[config.mk]
export PLATFORM = sky130hd
export DESIGN_NAME = fwd_sel_ctrl
export DESIGN_NICKNAME = d
export VERILOG_FILES = /design/src/rtl/fwd_sel_ctrl.sv
export SDC_FILE = /design/constraint.sdc
export NUM_CORES = 1
export LEC_CHECK = 0
export ABC_AREA = 1
export BUFFER_PORTS_ARGS = -buffer_cell sky130_fd_sc_hd__buf_2
export CAP_MARGIN = 20
export CORE_UTILIZATION = 35
export CTS_BUF_LIST = sky130_fd_sc_hd__clkbuf_16
export DETAILED_ROUTE_END_ITERATION = 16
export PLACE_DENSITY = 0.62
export SETUP_SLACK_MARGIN = 0.05
export SLEW_MARGIN = 5
export SYNTH_ARGS = -nofsm -noshare
export SYNTH_HDL_FRONTEND = slang
export SYNTH_SLANG_ARGS = --single-unit
[constraint.sdc]
create_clock -name clk -period 1.8 [get_ports clk]
set_clock_uncertainty 0.1 [all_clocks]
set_input_delay 0.36 -clock clk [delete_from_list [all_inputs] [get_ports clk]]
set_output_delay 0.36 -clock clk [all_outputs]
set_load 0.02 [all_outputs]
[src/rtl/fwd_sel_ctrl.sv]
// Forwarding-select generator for the EX-stage operand muxes. It tracks the EX/MEM/WB
// destination tags, computes the A/B selects in ID, registers them into ID/EX and flags load-use stalls.
module fwd_sel_ctrl #(
  parameter int REG_AW = 3,
  parameter int PC_REG = 7,
  parameter int SEL_W  = 3
) (
  input  logic              clk,
  input  logic              reset,
  input  logic              id_valid,
  input  logic [REG_AW-1:0] id_rs_a,
  input  logic [REG_AW-1:0] id_rs_b,
  input  logic              id_use_a,
  input  logic              id_use_b,
  input  logic [REG_AW-1:0] id_rd,
  input  logic              id_rd_wr,
  input  logic              id_is_load,
  input  logic              flush,
  output logic              stall,
  output logic [SEL_W-1:0]  sel_a,
  output logic [SEL_W-1:0]  sel_b
);

  localparam logic [SEL_W-1:0] SEL_RF     = SEL_W'(0);
  localparam logic [SEL_W-1:0] SEL_MEM    = SEL_W'(1);
  localparam logic [SEL_W-1:0] SEL_WB_ALU = SEL_W'(2);
  localparam logic [SEL_W-1:0] SEL_WB_LD  = SEL_W'(3);
  localparam logic [SEL_W-1:0] SEL_HOLD   = SEL_W'(4);
  localparam logic [SEL_W-1:0] SEL_PC     = SEL_W'(5);

  typedef struct packed {
    logic              v;
    logic [REG_AW-1:0] rd;
    logic              ld;
  } trk_t;

  trk_t             r_ex, r_mem, r_wb;
  logic [SEL_W-1:0] r_sel_a, r_sel_b;
  logic [SEL_W-1:0] w_sel_a, w_sel_b;
  logic             w_haz_a, w_haz_b;
  logic             w_stall;
  logic             w_bubble;

  // Priority order matters: the youngest producer wins, and the PC alias beats every entry.
  function automatic logic [SEL_W-1:0] fwd_sel(input logic [REG_AW-1:0] rs,
                                               input logic use_r,
                                               input trk_t ex, input trk_t mem,
                                               input trk_t wb);
    logic [SEL_W-1:0] s;
    s = SEL_RF;
    if (!use_r)                                s = SEL_RF;
    else if (rs == REG_AW'(PC_REG))            s = SEL_PC;
    else if (ex.v && ex.rd == rs)              s = SEL_MEM;
    else if (mem.v && mem.rd == rs)            s = mem.ld ? SEL_WB_LD : SEL_WB_ALU;
    else if (wb.v && wb.rd == rs)              s = SEL_HOLD;
    return s;
  endfunction

  function automatic logic load_use(input logic [REG_AW-1:0] rs, input logic use_r,
                                    input trk_t ex);
    return use_r && (rs != REG_AW'(PC_REG)) && ex.v && ex.ld && (ex.rd == rs);
  endfunction

  always_comb begin
    w_sel_a  = fwd_sel(id_rs_a, id_use_a, r_ex, r_mem, r_wb);
    w_sel_b  = fwd_sel(id_rs_b, id_use_b, r_ex, r_mem, r_wb);
    w_haz_a  = load_use(id_rs_a, id_use_a, r_ex);
    w_haz_b  = load_use(id_rs_b, id_use_b, r_ex);
    w_stall  = ~reset & id_valid & ~flush & (w_haz_a | w_haz_b);
    w_bubble = w_stall | flush;
  end

  always_ff @(posedge clk or posedge reset) begin
    if (reset) begin
      r_ex    <= '0;
      r_mem   <= '0;
      r_wb    <= '0;
      r_sel_a <= SEL_RF;
      r_sel_b <= SEL_RF;
    end else begin
      r_mem <= r_ex;
      r_wb  <= r_mem;
      r_ex.rd <= id_rd;
      r_ex.ld <= id_is_load;
      if (w_bubble) begin
        r_ex.v  <= 1'b0;
        r_sel_a <= SEL_RF;
        r_sel_b <= SEL_RF;
      end else begin
        r_ex.v  <= id_valid & id_rd_wr;
        r_sel_a <= id_valid ? w_sel_a : SEL_RF;
        r_sel_b <= id_valid ? w_sel_b : SEL_RF;
      end
    end
  end

  assign stall = w_stall;
  assign sel_a = r_sel_a;
  assign sel_b = r_sel_b;

endmodule
==> results.md, run 1 <==
| Parameter | This run |
|---|---|
| Run status | finished with violations |
| Violated checks | setup timing |
| Weighted congestion at the end of routability-driven global placement | 0.868 |
| R2r startpoint | r_ex[2] |
| Syn avg cell area | 6.91 µm² |
| Number of endpoints failing setup at the final stage | 1 |
| Smallest setup slack after layout | -0.0542 ns |
| Global routing usage summed across all routing layers | 17.1% |
| Max capacitance violation total | 0 |
| Number of buffers on the longest clock path | 2 |
| Via count of the routed design | 978 |
| Cts-stage hold buffer count | 0 |
| Number of placed I/O pins | 24 |
| Largest net degree at the start of global routing | 21 |
| Worst hold slack after final layout | 0.0661 ns |
| Timing endpoint of the critical path | stall |
| Count of unresolved DRC violations after routing | 0 |
| Starting Density | 37.0% |
| Startpoint of the most critical setup path | r_ex[2] |
| Vertical die dimension | 56.2 µm |
| VDD IR max | 0.660 mV |
| Core outline area | 2780 µm² |
| Min-delay worst type | in2async |
| Number of antenna-violating nets in the routed design | 0 |
| Warning count from the yosys run | 0 |
| Area of all sequential standard cells | 500 µm² |
| Kind of start point of the critical path | flip-flop |
| Sort of element at the end of the critical path | output port |
| Placed instance count | 204 |
| Number of storage elements in the synthesis netlist | 20 |
| Clk_lat worst skew | 0.25 ns |
| Highest Clock Rate | 0.539 GHz |
| Share of post-route cells with drive strength above 1 | 22.9% |
| Via count of the first global-routing pass | 992 |
| 1st-pass router iterations | 4 |
| Met2 wire length | 1330 µm |
| Fill cells | 273 |
| Final std cell area, no fill | 1300 µm² |
| Number of nets at the end of the flow | 197 |
| Portion of the post-synthesis area used by sequential elements | 48.6% |
| CTS sink count | 20 |
| Count of port buffers added during placement | 23 |
| HPWL after detailed placement | 1780 µm |
| Die footprint | 3160 µm² |
| Setup repair after global routing missed its margin | yes |
| FF-to-FF path depth | 10 |
| Leak | 0.772 nW |
| Via-to-Cell Ratio | 4.66 |
| Wire length on met3 | 71 µm |
| DRT Wirelength | 2440 µm |
| H-tree levels | 1 |
| Total area of multi-input combinational cells | 450 µm² |
| Required @ worst endpoint | 1.34 ns |
| Register-to-register path setup slack | 0.31 ns |
| Core Util, Final | 46.7% |
| Horizontal die dimension | 56.2 µm |
| Worst-margin pin slew | 0.253 ns |
| Area Overhead vs Synth | 26.1% |
| Gate Count Post-Synth | 149 |
| Cell area after synthesis | 1030 µm² |
| Worst R2R End | sel_a[0] |
| Crit share post-route | 103% |
| TritonCTS buffer count | 3 |
| Overflow left after global routing | 0 |
| Min Clock Period, post-route | 1.85 ns |
| Routed length per instance | 11.6 µm |
| Highest routing layer actually used | met4 |
| Setup CP Type | reg2out |
| Register clock-pin slew on the reported worst setup and hold paths | 0.06 ns |
| Max-slew headroom at the worst pin | 83.1% |
| Max-slew violations | 0 |
| Standard-cell row count | 19 |
| Synth cell types | 13 |
| Antenna diode count | 0 |
| Initial DRC count | 31 |
| CTS tree | yes |
| Initial antenna violation count | 0 |
| Setup slack at placement | 0.0673 ns |
| Highest net fanout along the worst path | 4 |
| Buffer cell driving the clock tree root | sky130_fd_sc_hd__clkbuf_16 |
| Met1 Routed Length | 996 µm |
| Number of nets produced by synthesis | 166 |
| Final Hold Violating Endpoints | 0 |
| Global-route wire length before repair | 4150 µm |
| Filler-free cell count of the finished design | 210 |
| Area of placed instances | 1190 µm² |
| Power density normalized to cell area | 817 nW/µm² |
| Worst endpoint data arrival time | 1.39 ns |
-- metrics by stage --
stage | TNS (ns) | total power [W]
floorplan | 0 | 0.000554
global placement | 0 | 0.000601
detailed placement | 0 | 0.000604
CTS | -0.0464 | 0.00107
global route | -0.128 | 0.00110
finish | -0.0542 | 0.00106
-- cells by family (layout without fill, tap and decap cells) --
kind of cell,count (synthesis),in the layout,synth area share (%)
AOI/OAI and AO/OA,4,4,1.94
and+or+nand+nor,102,102,41.1
buffers and inverters,23,53,8.38
DFF,20,20,48.6
-- state kept, by name, summed over array words and instances (netlist names) --
register / count
r_ex: 5
r_mem: 5
r_wb: 4
sel_a: 3
sel_b: 3
-- layout by cell type, fill, tap and decap left out --
master	Yosys	routed
sky130_fd_sc_hd__nand2_1	64	64
sky130_fd_sc_hd__buf_2	0	22
sky130_fd_sc_hd__inv_1	22	21
sky130_fd_sc_hd__dfrtp_1	20	20
sky130_fd_sc_hd__nor2_1	22	19
sky130_fd_sc_hd__nand3_1	8	8
sky130_fd_sc_hd__nor2_2	4	7
sky130_fd_sc_hd__clkbuf_16	0	3
sky130_fd_sc_hd__buf_4	0	3
sky130_fd_sc_hd__inv_2	1	2
sky130_fd_sc_hd__o21ai_0	2	2
sky130_fd_sc_hd__a21oi_1	2	2
sky130_fd_sc_hd__nand3b_1	1	1
sky130_fd_sc_hd__nand3_2	1	1
sky130_fd_sc_hd__nand2_2	1	1
sky130_fd_sc_hd__nand2_4	1	1
sky130_fd_sc_hd__clkinv_1	0	1
sky130_fd_sc_hd__buf_6	0	1
-- area by class of cell --
cell class | instances | area share (%)
Tap cell | 31 | 2.99
Timing Repair Buffer | 26 | 11.1
Inverter | 23 | 6.65
Clock buffer | 3 | 5.78
Sequential cell | 20 | 38.5
Clock inverter | 1 | 0.289
Multi-Input combinational cell | 106 | 34.7
-- worst max-delay path, cell delays in order (launching register included) --
cell	delay (ns)
sky130_fd_sc_hd__dfrtp_1	0.43
sky130_fd_sc_hd__inv_1	0.08
sky130_fd_sc_hd__nand2_1	0.08
sky130_fd_sc_hd__nand2_1	0.07
sky130_fd_sc_hd__nor2_2	0.11
sky130_fd_sc_hd__nand3_1	0.08
sky130_fd_sc_hd__nand2_1	0.08
sky130_fd_sc_hd__nand2_2	0.06
sky130_fd_sc_hd__inv_2	0.05
sky130_fd_sc_hd__buf_6	0.10
-- report_power, final --
group / internal, W / switching, W
Sequential: 0.000466 / 0.0000138
Combinational: 0.0000434 / 0.0000803
Clock: 0.000296 / 0.000161
Total: 0.000805 / 0.000255
-- routing by layer --
layer,track usage [%],up-vias
li1,-,500
met1,19.0,451
met2,32.3,19
met3,3.26,8
met4,5.57,0
met5,0,-
-- synth_stat cells --
master                      n  area [µm²]
sky130_fd_sc_hd__a21oi_1    2        10.0
sky130_fd_sc_hd__dfrtp_1   20         500
sky130_fd_sc_hd__inv_1     22        82.6
sky130_fd_sc_hd__inv_2      1        3.75
sky130_fd_sc_hd__nand2_1   64         240
sky130_fd_sc_hd__nand2_2    1        6.26
sky130_fd_sc_hd__nand2_4    1        11.3
sky130_fd_sc_hd__nand3_1    8        40.0
sky130_fd_sc_hd__nand3_2    1        10.0
sky130_fd_sc_hd__nand3b_1   1        7.51
sky130_fd_sc_hd__nor2_1    22        82.6
sky130_fd_sc_hd__nor2_2     4        25.0
sky130_fd_sc_hd__o21ai_0    2        10.0
-- what timing repair did --
action                     CTS  global route
gates resized for setup      6             0
setup endpoints to repair    1             1
pin swaps                    3             3
setup buffers                2             0
gates cloned                 0             0
-- worst min-delay path by stage --
stage / to / slack (ns) / cells past startpoint
floorplan: r_ex[0] / 0.23 / 1
global placement: r_mem[1] / 0.26 / 0
detailed placement: r_mem[1] / 0.26 / 0
CTS: r_mem[2] / 0.09 / 3
global route: r_mem[2] / 0.11 / 3
finish: r_mem[2] / 0.07 / 3
Power figures use the tool's default switching activity.
==> run 2, diff against run 1 <==
CTS_BUF_LIST = sky130_fd_sc_hd__clkbuf_4 sky130_fd_sc_hd__clkbuf_8   (was sky130_fd_sc_hd__clkbuf_16)
==> run 2 against run 1 <==
Compared with the run above:
- the run ends with hold timing, setup timing left
- wire length shrank 5.4%
- total power shrank 17%
- non-clock buffer count is the same
- sequential share of layout area grew 1.1 points
- core utilization shrank 1.3 points
- combinational power is essentially flat
- maximum frequency shrank 1.1%
- worst setup slack lost 0.020 ns
- critical path depth is the same
- worst hold slack lost 0.081 ns
- sequential power is essentially flat
- critical endpoint unchanged
- largest cell class unchanged
- largest power group unchanged
==> results.md, run 2 (synthesis gave the netlist of run 1 again) <==
| Parameter | This run | Delta |
|---|---|---|
| Max-slew violations | 0 | unchanged |
| Switching fraction of total power | 27.7% | was 24.1% |
| Fill cells | 287 | was 273 |
| Number of antenna-violating nets in the routed design | 0 | unchanged |
| Worst endpoint data arrival time | 1.41 ns | was 1.39 ns |
| Number of buffers on the longest clock path | 2 | unchanged |
| Number of nets at the end of the flow | 197 | unchanged |
| Via count of the routed design | 961 | was 978 |
| Share of post-route cells with drive strength above 1 | 24.6% | was 22.9% |
| Starting Density | 37.0% | unchanged |
| Max-slew headroom at the worst pin | 82.4% | was 83.1% |
| Timing endpoint of the critical path | stall | unchanged |
| Antenna diode count | 0 | unchanged |
| Min-delay worst type | in2async | unchanged |
| Setup CP Type | reg2out | unchanged |
| Power density normalized to cell area | 693 nW/µm² | was 817 nW/µm² |
| Placed instance count | 204 | unchanged |
| Run status | finished with violations | unchanged |
| Kind of start point of the critical path | flip-flop | unchanged |
| Via count of the first global-routing pass | 948 | was 992 |
| Min Clock Period, post-route | 1.87 ns | was 1.85 ns |
| Vertical die dimension | 56.2 µm | unchanged |
| Power share of the combinational group | 14.0% | was 11.7% |
| Largest registers ranked by flip-flop count | r_ex x5, r_mem x5, r_wb x4 | unchanged |
| Largest net degree at the start of global routing | 21 | unchanged |
| Most common cell after layout, fill and taps aside | sky130_fd_sc_hd__nand2_1 | unchanged |
| Count of unresolved DRC violations after routing | 0 | unchanged |
| Core Util, Final | 45.4% | was 46.7% |
| Overflow left after global routing | 0 | unchanged |
| Portion of total power attributed to sequential cells | 54.7% | was 45.3% |
| Switching Power | 0.000242 W | was 0.000255 W |
| Die footprint | 3160 µm² | unchanged |
| CTS tree | yes | unchanged |
| Register clock-pin slew on the reported worst setup and hold paths | 0.13 ns | was 0.06 ns |
| FF-to-FF path depth | 10 | unchanged |
| DRT Wirelength | 2310 µm | was 2440 µm |
| Number of placed I/O pins | 24 | unchanged |
| HPWL after detailed placement | 1780 µm | unchanged |
| Area Overhead vs Synth | 22.7% | was 26.1% |
| Register-to-register path setup slack | 0.36 ns | was 0.31 ns |
| R2r startpoint | r_ex[2] | unchanged |
| Core outline area | 2780 µm² | unchanged |
| Startpoint of the most critical setup path | r_ex[2] | unchanged |
| TritonCTS buffer count | 3 | unchanged |
| Standard-cell row count | 19 | unchanged |
| Worst hold slack after final layout | -0.0150 ns | was 0.0661 ns |
| Max capacitance violation total | 0 | unchanged |
| Most used cells in the layout excluding fill and tap cells | sky130_fd_sc_hd__nand2_1, sky130_fd_sc_hd__buf_2, sky130_fd_sc_hd__inv_1, sky130_fd_sc_hd__dfrtp_1, sky130_fd_sc_hd__nor2_1 | was sky130_fd_sc_hd__nand2_1, sky130_fd_sc_hd__buf_2, sky130_fd_sc_hd__inv_1 |
| Routed length per instance | 11.0 µm | was 11.6 µm |
| Leak | 0.753 nW | was 0.772 nW |
| Filler-free cell count of the finished design | 210 | unchanged |
| Required @ worst endpoint | 1.34 ns | about the same |
| Highest Clock Rate | 0.534 GHz | was 0.539 GHz |
| Highest net fanout along the worst path | 4 | unchanged |
| Via-to-Cell Ratio | 4.58 | was 4.66 |
| Initial antenna violation count | 0 | unchanged |
| Sort of element at the end of the critical path | output port | unchanged |
| Setup repair after global routing missed its margin | yes | unchanged |
| VDD IR max | 0.538 mV | was 0.660 mV |
| Buffer cell driving the clock tree root | sky130_fd_sc_hd__clkbuf_4 | was sky130_fd_sc_hd__clkbuf_16 |
| Worst-margin pin slew | 0.263 ns | was 0.253 ns |
| Int Power | 0.000633 W | was 0.000805 W |
| Worst R2R End | r_ex[4] | was sel_a[0] |
| 1st-pass router iterations | 4 | unchanged |
| Smallest setup slack after layout | -0.0742 ns | was -0.0542 ns |
| Global routing usage summed across all routing layers | 16.4% | was 17.1% |
| Part of the power in the clock network | 31.3% | was 43.1% |
| Clk_lat worst skew | 0.32 ns | was 0.25 ns |
| H-tree levels | 1 | unchanged |
| Initial DRC count | 26 | was 31 |
| Weighted congestion at the end of routability-driven global placement | 0.868 | unchanged |
| Count of port buffers added during placement | 23 | unchanged |
| Final Hold Violating Endpoints | 11 | was 0 |
| CTS sink count | 20 | unchanged |
| Violated checks | hold timing, setup timing | was setup timing |
| Global-route wire length before repair | 3870 µm | was 4150 µm |
| Crit share post-route | 104% | was 103% |
| Number of endpoints failing setup at the final stage | 1 | unchanged |
| Horizontal die dimension | 56.2 µm | unchanged |
## run 2: worst min-delay path by stage
| stage | from | to | slack, ns | depth (start not counted) |
|---|---|---|---|---|
| finish | reset | r_mem[2] | -0.02 | 3 |
| global route | reset | r_wb[2] | 0.02 | 3 |
| CTS | reset | r_mem[2] | 0.002 | 3 |
| floorplan | reset | r_ex[0] | 0.23 | 1 |
| global placement | r_ex[1] | r_mem[1] | 0.26 | 0 |
| detailed placement | r_ex[1] | r_mem[1] | 0.26 | 0 |
## run 2: per-stage QoR
stage | setup TNS [ns] | worst slack (ns) | area, µm² | power, W
2_1_floorplan | 0 | 0.0895 | 1030 | 0.000554
3_3_place_gp | 0 | 0.0630 | 1190 | 0.000601
3_5_place_dp | 0 | 0.0673 | 1190 | 0.000604
4_1_cts | -0.114 | -0.114 | 1250 | 0.000880
5_1_grt | -0.157 | -0.157 | 1260 | 0.000914
6_report | -0.0742 | -0.0742 | 1260 | 0.000875
## run 2: worst max-delay path: stages (launching register included)
cell and delay, ns:
sky130_fd_sc_hd__dfrtp_1 0.44, sky130_fd_sc_hd__inv_2 0.06, sky130_fd_sc_hd__nand2_1 0.05, sky130_fd_sc_hd__nand2_1 0.06, sky130_fd_sc_hd__nor2_2 0.10, sky130_fd_sc_hd__nand3b_1 0.09
sky130_fd_sc_hd__nand2_1 0.08, sky130_fd_sc_hd__nand2_2 0.06, sky130_fd_sc_hd__inv_2 0.05, sky130_fd_sc_hd__buf_6 0.10
## run 2: routing by layer
layer | up-vias | GRT usage, % | share of wire [%]
li1 | 502 | - | -
met5 | - | 0 | 0
met1 | 436 | 18.2 | 43
met2 | 17 | 29.3 | 51
met3 | 6 | 2.79 | 2.7
met4 | 0 | 9.41 | 2.7
## run 2: area by class of cell
type                    instances  area (µm²)  area share [%]
well taps                      31        38.8            3.07
inverters                      23        86.3            6.83
multi-input cells             106         458            36.2
repair buffers                 26         144            11.4
clock buffers                   4        36.3            2.87
flip-flops and latches         20         500            39.6
## run 2: timing repair
item | in CTS | in global routing
endpoints found under the setup margin | 1 | 1
pin swaps | 2 | 3
gates resized for setup | 6 | 3
hold buffers | 0 | 0
setup buffers | 2 | 0
hold endpoints to repair | 0 | 0
## run 2: power by group through the flow
stage	Combinational (W)	Clock, W	Sequential (W)
CTS	0.000121	0.000281	0.000479
finish	0.000122	0.000274	0.000479
detailed placement	0.000117	0	0.000487
global route	0.000139	0.000294	0.000480
global placement	0.000116	0	0.000486
floorplan	0.0000695	0	0.000484
==> run 3, diff against run 2 <==
MAX_ROUTING_LAYER = met4   (was not set)
RECOVER_POWER = 100   (was not set)
==> run 3 against run 2 <==
Compared with the run above:
- the flow finishes with violations (setup timing)
- critical path depth stayed put
- largest cell class unchanged
- first-iteration DRC count fell by 27%
- sequential share of layout area increased by 0.40 points
- highest routed layer unchanged
==> results.md, run 3 (synthesis gave the netlist of run 1 again) <==
| Parameter | This run | Delta |
|---|---|---|
| Max-slew headroom at the worst pin | 27.5% | was 82.4% |
| Min Clock Period, post-route | 1.96 ns | was 1.87 ns |
| Number of endpoints failing setup at the final stage | 1 | unchanged |
| Min-delay worst type | in2reg | was in2async |
| R2r startpoint | r_ex[2] | unchanged |
| Via count of the first global-routing pass | 954 | was 948 |
| Highest net fanout along the worst path | 4 | unchanged |
| Highest Clock Rate | 0.509 GHz | was 0.534 GHz |
| VDD IR max | 0.668 mV | was 0.538 mV |
| Horizontal die dimension | 56.2 µm | unchanged |
| H-tree levels | 1 | unchanged |
| HPWL after detailed placement | 1730 µm | was 1780 µm |
| DRT Wirelength | 2200 µm | was 2310 µm |
| Largest registers ranked by flip-flop count | r_ex x5, r_mem x5, r_wb x4 | unchanged |
| Power density normalized to cell area | 778 nW/µm² | was 693 nW/µm² |
| 1st-pass router iterations | 4 | unchanged |
| TritonCTS buffer count | 3 | unchanged |
| Setup repair after global routing missed its margin | yes | unchanged |
| Sort of element at the end of the critical path | output port | unchanged |
| Global routing usage summed across all routing layers | 16.2% | was 16.4% |
| Part of the power in the clock network | 38.7% | was 31.3% |
| Standard-cell row count | 19 | unchanged |
| Core outline area | 2780 µm² | unchanged |
| Switching Power | 0.000241 W | was 0.000242 W |
| Worst endpoint data arrival time | 1.50 ns | was 1.41 ns |
| Most common cell after layout, fill and taps aside | sky130_fd_sc_hd__nand2_1 | unchanged |
| Via count of the routed design | 964 | was 961 |
| Via-to-Cell Ratio | 4.61 | was 4.58 |
| Met3 track demand over resource | 3.26% | was 2.79% |
| Leak | 0.726 nW | was 0.753 nW |
| CTS tree | yes | unchanged |
| Register clock-pin slew on the reported worst setup and hold paths | 0.13 ns | about the same |
| Setup CP Type | reg2out | unchanged |
| Number of buffers on the longest clock path | 2 | unchanged |
| Clk_lat worst skew | 0.32 ns | about the same |
| Die footprint | 3160 µm² | unchanged |
| Starting Density | 37.0% | unchanged |
| Number of antenna-violating nets in the routed design | 0 | unchanged |
| Vertical die dimension | 56.2 µm | unchanged |
| Beginning of the worst hold path | id_rd[1] |  |
| Register-to-register path setup slack | 0.41 ns | was 0.36 ns |
| CTS sink count | 20 | unchanged |
| Largest net degree at the start of global routing | 21 | unchanged |
| Int Power | 0.000733 W | was 0.000633 W |
| Area Overhead vs Synth | 21.5% | was 22.7% |
| Global-route wire length before repair | 3820 µm | was 3870 µm |
| Startpoint of the most critical setup path | r_ex[2] | unchanged |
| Number of nets at the end of the flow | 196 | was 197 |
| Power share of the combinational group | 12.3% | was 14.0% |
| Number of placed I/O pins | 24 | unchanged |
| Final Hold Violating Endpoints | 0 | was 11 |
| Run status | finished with violations | unchanged |
| Initial DRC count | 19 | was 26 |
| Core Util, Final | 45.0% | was 45.4% |
| Required @ worst endpoint | 1.34 ns | about the same |
| Portion of total power attributed to sequential cells | 49.1% | was 54.7% |
| Antenna diode count | 0 | unchanged |
| Smallest setup slack after layout | -0.163 ns | was -0.0742 ns |
| Crit share post-route | 109% | was 104% |
| Met1 usage in global routing | 18.2% | about the same |
| Worst-margin pin slew | 1.09 ns | was 0.263 ns |
| Most used cells in the layout excluding fill and tap cells | sky130_fd_sc_hd__nand2_1, sky130_fd_sc_hd__inv_1, sky130_fd_sc_hd__nor2_1, sky130_fd_sc_hd__dfrtp_1, sky130_fd_sc_hd__buf_2 | was sky130_fd_sc_hd__nand2_1, sky130_fd_sc_hd__buf_2, sky130_fd_sc_hd__inv_1, sky130_fd_sc_hd__dfrtp_1, sky130_fd_sc_hd__nor2_1 |
| Initial antenna violation count | 0 | unchanged |
| Count of unresolved DRC violations after routing | 0 | unchanged |
| Top Usage Layer GRT | met2 | unchanged |
| Fill cells | 291 | was 287 |
| Setup total negative slack | -0.163 ns | was -0.0742 ns |
| Routing usage on met2 | 26.7% | was 29.3% |
| Kind of start point of the critical path | flip-flop | unchanged |
| Buffer cell driving the clock tree root | sky130_fd_sc_hd__clkbuf_4 | unchanged |
| Weighted congestion at the end of routability-driven global placement | 0.860 | was 0.868 |
| Switching fraction of total power | 24.8% | was 27.7% |
| Routed length per instance | 10.5 µm | was 11.0 µm |
| Max-slew violations | 0 | unchanged |
| Share of post-route cells with drive strength above 1 | 19.1% | was 24.6% |
| Max capacitance violation total | 0 | unchanged |
| Overflow left after global routing | 0 | unchanged |
| Violated checks | setup timing | was hold timing, setup timing |
| Count of port buffers added during placement | 23 | unchanged |
## run 3: cell count changes in the layout (fill, tap and decap cells not counted), sizes merged
cell | previous run | this run
buf | 26 | 18
bufinv | 0 | 1
clkbuf | 4 | 10
## run 3: repair_timing
action                     4_1_cts  5_1_grt
hold buffers                     0        0
setup buffers                    1        0
gates resized for setup          6        1
pin swaps                        2        1
setup endpoints to repair        1        1
## run 3: stage by stage
| stage | setup slack (ns) | instances | cell area (µm²) | hold WS [ns] | power [W] |
|---|---|---|---|---|---|
| 6_report | -0.163 | 209 | 1250 | 0.0355 | 0.000974 |
| 5_1_grt | -0.253 | 209 | 1250 | 0.0252 | 0.00101 |
| 3_3_place_gp | 0.0949 | 204 | 1190 | 0.264 | 0.000602 |
| 3_5_place_dp | 0.0789 | 204 | 1190 | 0.271 | 0.000604 |
| 2_1_floorplan | 0.0895 | 149 | 1030 | 0.232 | 0.000554 |
| 4_1_cts | -0.157 | 209 | 1260 | 0.00575 | 0.000981 |
## run 3: final timing paths
path                            endpoint  depth (start not counted)
worst min register to register  r_mem[1]                          0
max in group asynchronous        r_wb[3]                          3
worst max register to register  sel_b[2]                          9
worst max-delay path               stall                          9
min in group asynchronous        r_ex[2]                          3
worst min-delay path             r_ex[2]                          1
## run 3: power by group through the flow
stage                     combinational, W  sequential, W  clock, W
after floorplan                  0.0000695       0.000484         0
after global placement            0.000116       0.000486         0
after detailed placement          0.000117       0.000487         0
after CTS                         0.000122       0.000478  0.000381
after global routing              0.000137       0.000481  0.000395
final                             0.000119       0.000478  0.000377
## run 3: worst max-delay path: stages, from the launching register on
cell	delay, ns
sky130_fd_sc_hd__dfrtp_1	0.46
sky130_fd_sc_hd__inv_2	0.05
sky130_fd_sc_hd__nand2_1	0.05
sky130_fd_sc_hd__nand2_1	0.06
sky130_fd_sc_hd__nor2_2	0.14
sky130_fd_sc_hd__nand3_1	0.09
sky130_fd_sc_hd__nand2_1	0.09
sky130_fd_sc_hd__nand2_2	0.08
sky130_fd_sc_hd__inv_2	0.06
sky130_fd_sc_hd__buf_6	0.10
## run 3: cell type report
cell class | instances | area [µm²] | area share, %
Sequential cell | 20 | 500 | 40.0
Multi-Input combinational cell | 106 | 448 | 35.8
Timing Repair Buffer | 25 | 125 | 10.0
Inverter | 23 | 86.3 | 6.90
Tap cell | 31 | 38.8 | 3.10
Clock inverter | 1 | 30.0 | 2.40
Clock buffer | 3 | 22.5 | 1.80
## run 3: metal layers
layer  vias up  share of wire, %
li1        496                 -
met1       441                44
met2        18                50
met3         9               2.5
met4         0               4.0
met5         -                 0
